<file path="src/rtl/act_broadcast_ctrl.sv">
// Activation broadcast controller: reads local activations, broadcasts non-zero ones to the
// router, then signals broadcast finish and, once the layer drains, computation finish.
module act_broadcast_ctrl #(
  parameter int ACT_NO_WIDTH = 6,
  parameter int DATA_WIDTH   = 16,
  parameter int ADDR_WIDTH   = 16
) (
  input  logic                    clk,
  input  logic                    rst,
  input  logic [5:0]              PE_IDX,
  input  logic                    pe_start_calc,
  input  logic [ACT_NO_WIDTH-1:0] in_act_no,
  output logic                    in_act_read_en,
  output logic [ACT_NO_WIDTH-1:0] in_act_read_addr,
  input  logic [DATA_WIDTH-1:0]   in_act_read_data,
  input  logic                    router_rdy,
  input  logic                    fin_broadcast,
  input  logic                    queue_empty,
  input  logic                    mac_busy,
  output logic                    act_send_en,
  output logic [ADDR_WIDTH-1:0]   act_send_addr,
  output logic [DATA_WIDTH-1:0]   act_send_data,
  output logic                    fin_comp,
  output logic                    busy
);

  typedef enum logic [2:0] {
    IDLE      = 3'd0,
    READ      = 3'd1,
    SEND      = 3'd2,
    FIN_BC    = 3'd3,
    WAIT_COMP = 3'd4,
    DONE      = 3'd5
  } state_t;

  localparam logic [ACT_NO_WIDTH-1:0] IDX_ZERO = {ACT_NO_WIDTH{1'b0}};
  localparam logic [ACT_NO_WIDTH-1:0] IDX_ONE  = {{(ACT_NO_WIDTH-1){1'b0}}, 1'b1};

  state_t                  state_r, state_s;
  logic [ACT_NO_WIDTH-1:0] idx_r, idx_s;
  logic [ACT_NO_WIDTH-1:0] cnt_max_r, cnt_max_s;
  logic                    fin_seen_r, fin_seen_s;
  logic [DATA_WIDTH-1:0]   hold_r, hold_s;
  logic                    first_send_r;
  logic                    advance_s;
  logic [5:0]              idx6_s;
  logic                    read_en_s;
  logic                    send_en_s;
  logic [ADDR_WIDTH-1:0]   send_addr_s;
  logic [DATA_WIDTH-1:0]   send_data_s;
  logic                    fin_comp_s;

  // Read data is only valid in the first SEND cycle, so bypass it there and use the hold copy afterwards.
  assign hold_s = first_send_r ? in_act_read_data : hold_r;
  assign idx6_s = 6'(idx_r);

  // Next-state, counters and output strobes.
  always_comb begin
    state_s     = state_r;
    idx_s       = idx_r;
    cnt_max_s   = cnt_max_r;
    fin_seen_s  = fin_seen_r;
    advance_s   = 1'b0;
    read_en_s   = 1'b0;
    send_en_s   = 1'b0;
    send_addr_s = {ADDR_WIDTH{1'b0}};
    send_data_s = {DATA_WIDTH{1'b0}};
    fin_comp_s  = 1'b0;

    if ((state_r != IDLE) && fin_broadcast) begin
      fin_seen_s = 1'b1;
    end else begin
      fin_seen_s = fin_seen_r;
    end

    case (state_r)
      IDLE: begin
        if (pe_start_calc) begin
          cnt_max_s  = in_act_no;
          idx_s      = IDX_ZERO;
          fin_seen_s = 1'b0;
          state_s    = (in_act_no != IDX_ZERO) ? READ : FIN_BC;
        end else begin
          state_s = IDLE;
        end
      end
      READ: begin
        read_en_s = 1'b1;
        state_s   = SEND;
      end
      SEND: begin
        if (hold_s == {DATA_WIDTH{1'b0}}) begin
          advance_s = 1'b1;
        end else if (router_rdy) begin
          send_en_s   = 1'b1;
          send_addr_s = ADDR_WIDTH'({4'b0000, idx6_s, PE_IDX});
          send_data_s = hold_s;
          advance_s   = 1'b1;
        end else begin
          advance_s = 1'b0;
        end
        if (advance_s) begin
          if (idx_r == (cnt_max_r - IDX_ONE)) begin
            state_s = FIN_BC;
          end else begin
            idx_s   = idx_r + IDX_ONE;
            state_s = READ;
          end
        end else begin
          state_s = SEND;
        end
      end
      FIN_BC: begin
        if (router_rdy) begin
          send_en_s   = 1'b1;
          send_addr_s = ADDR_WIDTH'({1'b1, 9'b0_0000_0000, PE_IDX});
          state_s     = WAIT_COMP;
        end else begin
          state_s = FIN_BC;
        end
      end
      WAIT_COMP: begin
        // A fin_broadcast pulse arriving this very cycle counts as already seen.
        if ((fin_seen_r || fin_broadcast) && queue_empty && !mac_busy) begin
          state_s = DONE;
        end else begin
          state_s = WAIT_COMP;
        end
      end
      DONE: begin
        if (router_rdy) begin
          fin_comp_s = 1'b1;
          state_s    = IDLE;
        end else begin
          state_s = DONE;
        end
      end
      default: begin
        state_s = IDLE;
      end
    endcase
  end

  // State and datapath registers.
  always_ff @(posedge clk or posedge rst) begin
    if (rst) begin
      state_r      <= IDLE;
      idx_r        <= IDX_ZERO;
      cnt_max_r    <= IDX_ZERO;
      fin_seen_r   <= 1'b0;
      hold_r       <= {DATA_WIDTH{1'b0}};
      first_send_r <= 1'b0;
    end else begin
      state_r      <= state_s;
      idx_r        <= idx_s;
      cnt_max_r    <= cnt_max_s;
      fin_seen_r   <= fin_seen_s;
      hold_r       <= hold_s;
      first_send_r <= (state_r == READ);
    end
  end

  assign in_act_read_en   = read_en_s;
  assign in_act_read_addr = read_en_s ? idx_r : IDX_ZERO;
  assign act_send_en      = send_en_s;
  assign act_send_addr    = send_addr_s;
  assign act_send_data    = send_data_s;
  assign fin_comp         = fin_comp_s;
  assign busy             = (state_r != IDLE);

endmodule

</file>
<file path="config.mk">
export PLATFORM = sky130hd
export DESIGN_NAME = act_broadcast_ctrl
export DESIGN_NICKNAME = d
export VERILOG_FILES = /design/src/rtl/act_broadcast_ctrl.sv
export SDC_FILE = /design/constraint.sdc
export NUM_CORES = 1
export LEC_CHECK = 0
export CAP_MARGIN = 20
export CORE_MARGIN = 5
export CORE_UTILIZATION = 45
export CTS_BUF_LIST = sky130_fd_sc_hd__clkbuf_8
export CTS_CLUSTER_SIZE = 25
export DETAILED_ROUTE_END_ITERATION = 10
export DONT_BUFFER_PORTS = 1
export PLACE_DENSITY = 0.71
export SYNTH_ARGS = -nofsm -noshare
export SYNTH_HDL_FRONTEND = slang
export SYNTH_SLANG_ARGS = --single-unit
export TNS_END_PERCENT = 20
</file>
<file path="constraint.sdc">
create_clock -name clk -period 4.4 [get_ports clk]
set_input_delay 0.88 -clock clk [delete_from_list [all_inputs] [get_ports clk]]
set_output_delay 0.88 -clock clk [all_outputs]
set_load 0.01 [all_outputs]
</file>
==> results of run 1 <==
## per-layer routing
layer / GRT usage, % / vias to the layer above / wire length [µm]
met5: 0 / - / 0
met4: 4.12 / 0 / 46
met3: 5.50 / 4 / 441
met2: 25.7 / 79 / 2200
met1: 21.6 / 777 / 1960
li1: - / 738 / -
## registers in the layout (all words and copies together), names as in the netlist
| register | cells |
|---|---|
| hold_r | 16 |
| idx6_s | 6 |
| first_send_r | 1 |
| cnt_max_r | 6 |
| fin_seen_r | 1 |
| state_r | 3 |
## layout make-up
class / instances / share of cell area, %
Multi-Input combinational cell: 154 / 50.6
Sequential cell: 33 / 38.0
Clock buffer: 6 / 3.80
Tap cell: 52 / 2.99
Inverter: 12 / 2.07
Clock inverter: 2 / 1.55
Timing Repair Buffer: 3 / 1.04
## tightest hold or removal path, delay by kind of cell, from the launching register on
family / cells / cell delay (ns)
compound gates: 1 / 0.05
flops: 1 / 0.36
simple gates: 1 / 0.07
## cell usage after synthesis, types with 3 or more instances
cell      instances  area, µm²
xnor2_1           4       35.0
or4_1             3       22.5
buf_4             3       22.5
nor3_1            8       40.0
a31oi_1           3       18.8
nor2_1           13       48.8
and2_1            8       50.1
a21oi_1           4       20.0
xor2_1            3       26.3
o22ai_1           4       25.0
nand2_1          11       41.3
mux2_2           19        214
inv_1            11       41.3
o21ai_0           7       35.0
dfrtp_1          33        826
nor4_1            4       25.0
nand3_1           5       25.0
nor2b_1          18        113
clkbuf_1          7       26.3
## logic make-up after synthesis
kind of cell,synth area share (%)
compound gates,13.1
xor+xnor,3.03
fa+ha+maj,1.24
buf+inv,5.32
flops,40.9
mux,10.6
other cells,0.186
simple gates,25.6
## worst paths after layout
kind	from	end	slack, ns	cells past startpoint
setup reg to reg	first_send_r	idx6_s[5]	1.34	6
hold / removal	fin_seen_r	fin_seen_r	0.51	2
min in group asynchronous	rst	hold_r[9]	0.58	2
setup / recovery	first_send_r	act_send_addr[1]	0.92	6
max in group asynchronous	rst	first_send_r	3.52	2
hold reg to reg	fin_seen_r	fin_seen_r	0.51	2
## power by group through the flow
stage                     Sequential (mW)  Clock (mW)  Combinational (mW)
after global placement              0.583           0               0.654
after detailed placement            0.590           0               0.667
final                               0.586       0.291               0.673
after floorplan                     0.515           0               0.610
after global routing                0.613       0.312               0.748
after CTS                           0.586       0.296               0.671
## layout by cell type (no fill, tap or decap), types with 2 or more instances in the layout
master and instances:
a211oi_1 2, inv_1 12, xor2_1 3, o211ai_1 2, clkbuf_8 6, nand3_1 5, conb_1 3, mux2_2 19
a41o_1 2, dfrtp_1 33, ha_1 2, o21ai_1 2, nor4_1 4, nor3_1 8, a21oi_1 4, a21o_1 2
xnor2_1 4, o21ai_0 7, nand2b_1 2, buf_4 3, nand4_1 2, and2_1 8, or4_1 3, a31oi_1 3
and4b_1 2, nor2_1 13, nand2_1 11, o22ai_1 4, nor2b_1 18
## through the flow
step	hold WS [ns]	instances	util, %
after floorplan	0.463	212	-
after global placement	0.489	253	47.1
after detailed placement	0.497	253	47.1
after CTS	0.514	261	49.8
after global routing	0.540	262	50.0
final	0.515	262	50.0
==> run metrics, run 1 <==
max cap viols 0; # DRC 0; crit path launch type flop; Via Count 1598; actual slew at the worst max-slew pin 0.932 ns; Initial Utilization 46.4%; Total GRT Usage 16.3%; Final min period 3.48 ns; final worst slack 0.916 ns; Clk network pwr share 18.8%; pwr/cell area 712 nW/µm²; critical path arrival 2.60 ns; hpwl dp 3560 µm; status finished clean; Fin Clk Skew 0.00330 ns; asr flop ratio synth 100%; gp weighted congestion 0.826; Crit. End Element primary output; sw frac 40.4%; die span in x 77.0 µm; P_leak 0.914 nW; largest net degree at the start of global routing 34; sw power 0.626 mW; remaining antenna violation count 0; initial antenna violation count 0; Longest Clk Path Bufs 2; fin crit share 79.2%; final count of negative-setup-slack endpoints 0; CTS Root Cell clkbuf_8; cell family with most CP delay simple AND/OR/NAND/NOR gates; post-synthesis cell type count 51; WS Path Type flop to primary output; Finished Cell Area 2180 µm²; main flop type after synthesis dfrtp_1; # port buffers 0; sequential share of power 37.8%; Die Y 77.0 µm; VDD IR-drop max 0.341 mV; max-slew violation count 0; cts bufs inserted 5; Fin Setup TNS 0 ns; crit-path cells mux2_2 -> nor4_2 -> nand4_1 -> nand3_1 -> nand2_1 -> and2_1; vias in the first global route 1622; combinational power share 43.4%; final wirelength 4650 µm; post-synthesis sequential area ratio 40.9%; antenna cell count 0; Reg area 826 µm²; Area Overhead vs Synth 7.68%; Internal 0.924 mW; Synth Register Bits 33; clock-pin slew on the worst setup and hold paths 0.07 ns; CTS-repair resized insts 0; Slew Limit Headroom 37.0%; multi-input logic area 1100 µm²; drt first pass iters 6; WP buf/inv 0; Syn Area/Cell 9.62 µm²; Total Nets Final 246; pre-CTS WS 1.12 ns; YS warnings 0; clock tree sinks 33; DR WL/cell 17.7 µm; filler instances 418; Syn Inst Count 210; IO Pins 77; critical path's slowest cell dfrtp_1; latest clock arrival within the worst-skew pair 0.27 ns; global-route wire length before repair 8020 µm; FP Rows 24; RSZ-0062 raised after global routing no; number of enable flip-flop cells after synthesis 0; Worst Hold Class flop to flop; Worst path max stage delay 0.80 ns; Overall Power 1.55 mW; core area 4350 µm²; DR iter-0 viols 123; H-tree depth 2; Post-CTS Hold Buffers 0; layout cells sized above 1 17.6%; Worst Path Max Fanout 20; GR Overflow Total 0; Worst Path Required 3.52 ns; DIE AREA 5930 µm²; Vias/cell 6.10; Setup Buffers After CTS 0; final hold viol count 0; Post-Syn Area 2020 µm²; area post-placement 2050 µm²; Peak Freq 287 MHz; TritonCTS clock tree built
No activity file was read; power rests on OpenSTA's default activity.
==> inputs of run 2 (changes only) <==
==> constraint.sdc (replaced) <==
create_clock -name clk -period 3.5 [get_ports clk]
set_input_delay 0.7 -clock clk [delete_from_list [all_inputs] [get_ports clk]]
set_output_delay 0.7 -clock clk [all_outputs]
set_load 0.01 [all_outputs]
==> run 2 against run 1 <==
Against the previous run: via count fell by 0.75%; sequential share of layout area fell by 0.39 points; register-to-register slack got worse by 0.36 ns; flip-flop and latch count did not move; wire length rose by 1.5%; core utilization rose by 0.52 points; hold slack got worse by 0.12 ns; non-clock buffer count rose by 3; sequential power rose by 22%; first-iteration DRC count rose by 14%; largest cell class unchanged.
==> run metrics, run 2 (synthesis gave the netlist of run 1 again) <==
status finished clean (unchanged); layout cells sized above 1 18.8% (was 17.6%); cell family with most CP delay simple AND/OR/NAND/NOR gates (unchanged); WP buf/inv 2 (was 0); Longest Clk Path Bufs 2 (unchanged); filler instances 401 (was 418); CTS-repair resized insts 0 (unchanged); # port buffers 0 (unchanged); clock tree sinks 33 (unchanged); actual slew at the worst max-slew pin 0.564 ns (was 0.932 ns); commonest non-fill, non-tap cell in the layout dfrtp_1 (unchanged); hpwl dp 3640 µm (was 3560 µm); initial antenna violation count 0 (unchanged); critical path arrival 2.32 ns (was 2.60 ns); DR iter-0 viols 140 (was 123); critical path's slowest cell or4_1 (was dfrtp_1); RSZ-0062 raised after global routing no (unchanged); crit-path cells buf_4 -> or4_1 -> o22ai_1 -> nand4_1 -> nand3_1 -> buf_4 -> nor2b_1 (was mux2_2 -> nor4_2 -> nand4_1 -> nand3_1 -> nand2_1 -> and2_1); Worst Path Max Fanout 22 (was 20); Stages on worst setup path 7 (was 6); worst reg2reg endpoint idx6_s[5] (unchanged); Non-Filler Instances 265 (was 262); area post-placement 2080 µm² (was 2050 µm²); remaining antenna violation count 0 (unchanged); Final min period 3.02 ns; final count of negative-setup-slack endpoints 0 (unchanged); Crit. Startpoint first_send_r (unchanged); Via Count 1586 (was 1598); IO Pins 77 (unchanged); Initial Utilization 46.4% (unchanged); Crit. End Element primary output (unchanged); Peak Freq 331 MHz; Setup Buffers After CTS 0 (unchanged); max-slew violation count 0 (unchanged); Total Nets Final 249 (was 246); Largest Register hold_r (unchanged); Worst path max stage delay 0.53 ns (was 0.80 ns); P_leak 0.929 nW (was 0.914 nW); Post-CTS Hold Buffers 0 (unchanged); die span in x 77.0 µm (unchanged); WS Path Type flop to primary output (unchanged); max cap viols 0 (unchanged); vias in the first global route 1639 (was 1622); fin crit share 86.3%; Worst Path Required 2.80 ns (was 3.52 ns); Area Overhead vs Synth 8.79% (was 7.68%); Fin Clk Skew 0.00284 ns (was 0.00330 ns); Total GRT Usage 17.1% (was 16.3%); antenna cell count 0 (unchanged); Finished Cell Area 2200 µm² (was 2180 µm²); reg2reg setup slack 0.98 ns (was 1.34 ns); cts bufs inserted 5 (unchanged); Slew Limit Headroom 62.4% (was 37.0%); final wirelength 4720 µm (was 4650 µm); gp weighted congestion 0.856 (was 0.826); FP Rows 24 (unchanged); clock-pin slew on the worst setup and hold paths 0.06 ns (was 0.07 ns); most frequent cells in the layout dfrtp_1 (33), mux2_2 (19), nor2b_1 (18) (unchanged); DR WL/cell 17.8 µm (was 17.7 µm); pwr/cell area 891 nW/µm² (was 712 nW/µm²); CTS Root Cell clkbuf_8 (unchanged); TritonCTS clock tree built (unchanged); Worst Setup EP act_send_data[0] (was act_send_addr[1]); DIE AREA 5930 µm² (unchanged); latest clock arrival within the worst-skew pair 0.28 ns (was 0.27 ns); max FFs per register 16 (unchanged); core area 4350 µm² (unchanged); crit path launch type flop (unchanged); Vias/cell 5.98 (was 6.10); Die Y 77.0 µm (unchanged); worst r2r path cells 8 (was 6); drt first pass iters 4 (was 6); reg-to-reg startpoint first_send_r (unchanged); H-tree depth 2 (unchanged); Fin Setup TNS 0 ns (unchanged); final hold viol count 0 (unchanged); Worst Hold Class primary input to asynchronous set/reset pin (was flop to flop); largest net degree at the start of global routing 34 (unchanged); VDD IR-drop max 0.326 mV (was 0.341 mV); global-route wire length before repair 8240 µm (was 8020 µm); most common cell type on the critical path buf_4; # DRC 0 (unchanged); Inst Count DP 257 (was 253); GR Overflow Total 0 (unchanged)
## run 2: cell count changes in the layout (fill, tap and decap cells not counted), sizes merged
cell	delta
buf	+3
## run 2: layer usage
layer  up-vias  wire length [µm]  global-route usage (%)  part of all wire (%)
met5         -                 0                       0                     0
met4         0                89                    6.87                   1.9
met3         9               418                    6.56                   8.9
met2        71              2170                    25.5                    46
met1       760              2040                    22.2                    43
li1        746                 -                       -                     -
## run 2: cell type report
cell class | instances | area, µm² | share of cell area (%)
clock buffers | 6 | 82.6 | 3.76
clock inverters | 2 | 33.8 | 1.54
inverters | 12 | 45.0 | 2.05
multi-input cells | 154 | 1100 | 50.1
flip-flops and latches | 33 | 826 | 37.6
well taps | 52 | 65.1 | 2.96
repair buffers | 6 | 45.0 | 2.05
## run 2: through the flow
stage / setup WS [ns] / hold WS, ns / total power [mW] / util (%)
after floorplan: 0.723 / 0.463 / 1.41 / -
after global placement: 0.742 / 0.488 / 1.58 / 47.8
after detailed placement: 0.676 / 0.497 / 1.60 / 47.8
after CTS: 0.433 / 0.406 / 1.97 / 50.5
after global routing: 0.265 / 0.420 / 2.12 / 50.5
final: 0.479 / 0.395 / 1.96 / 50.5
## run 2: power by group
group / switching (mW) / internal, mW / total, mW
combinational: 0.483 / 0.396 / 0.879
sequential: 0.166 / 0.550 / 0.716
clock: 0.135 / 0.229 / 0.364
total: 0.784 / 1.18 / 1.96
## run 2: how the worst min path moves through the flow
stage / slack, ns / from / to
finish: 0.40 / rst / hold_r[10]
global route: 0.42 / rst / state_r[2]
global placement: 0.49 / fin_seen_r / fin_seen_r
detailed placement: 0.50 / fin_seen_r / fin_seen_r
floorplan: 0.46 / fin_seen_r / fin_seen_r
CTS: 0.41 / rst / hold_r[10]
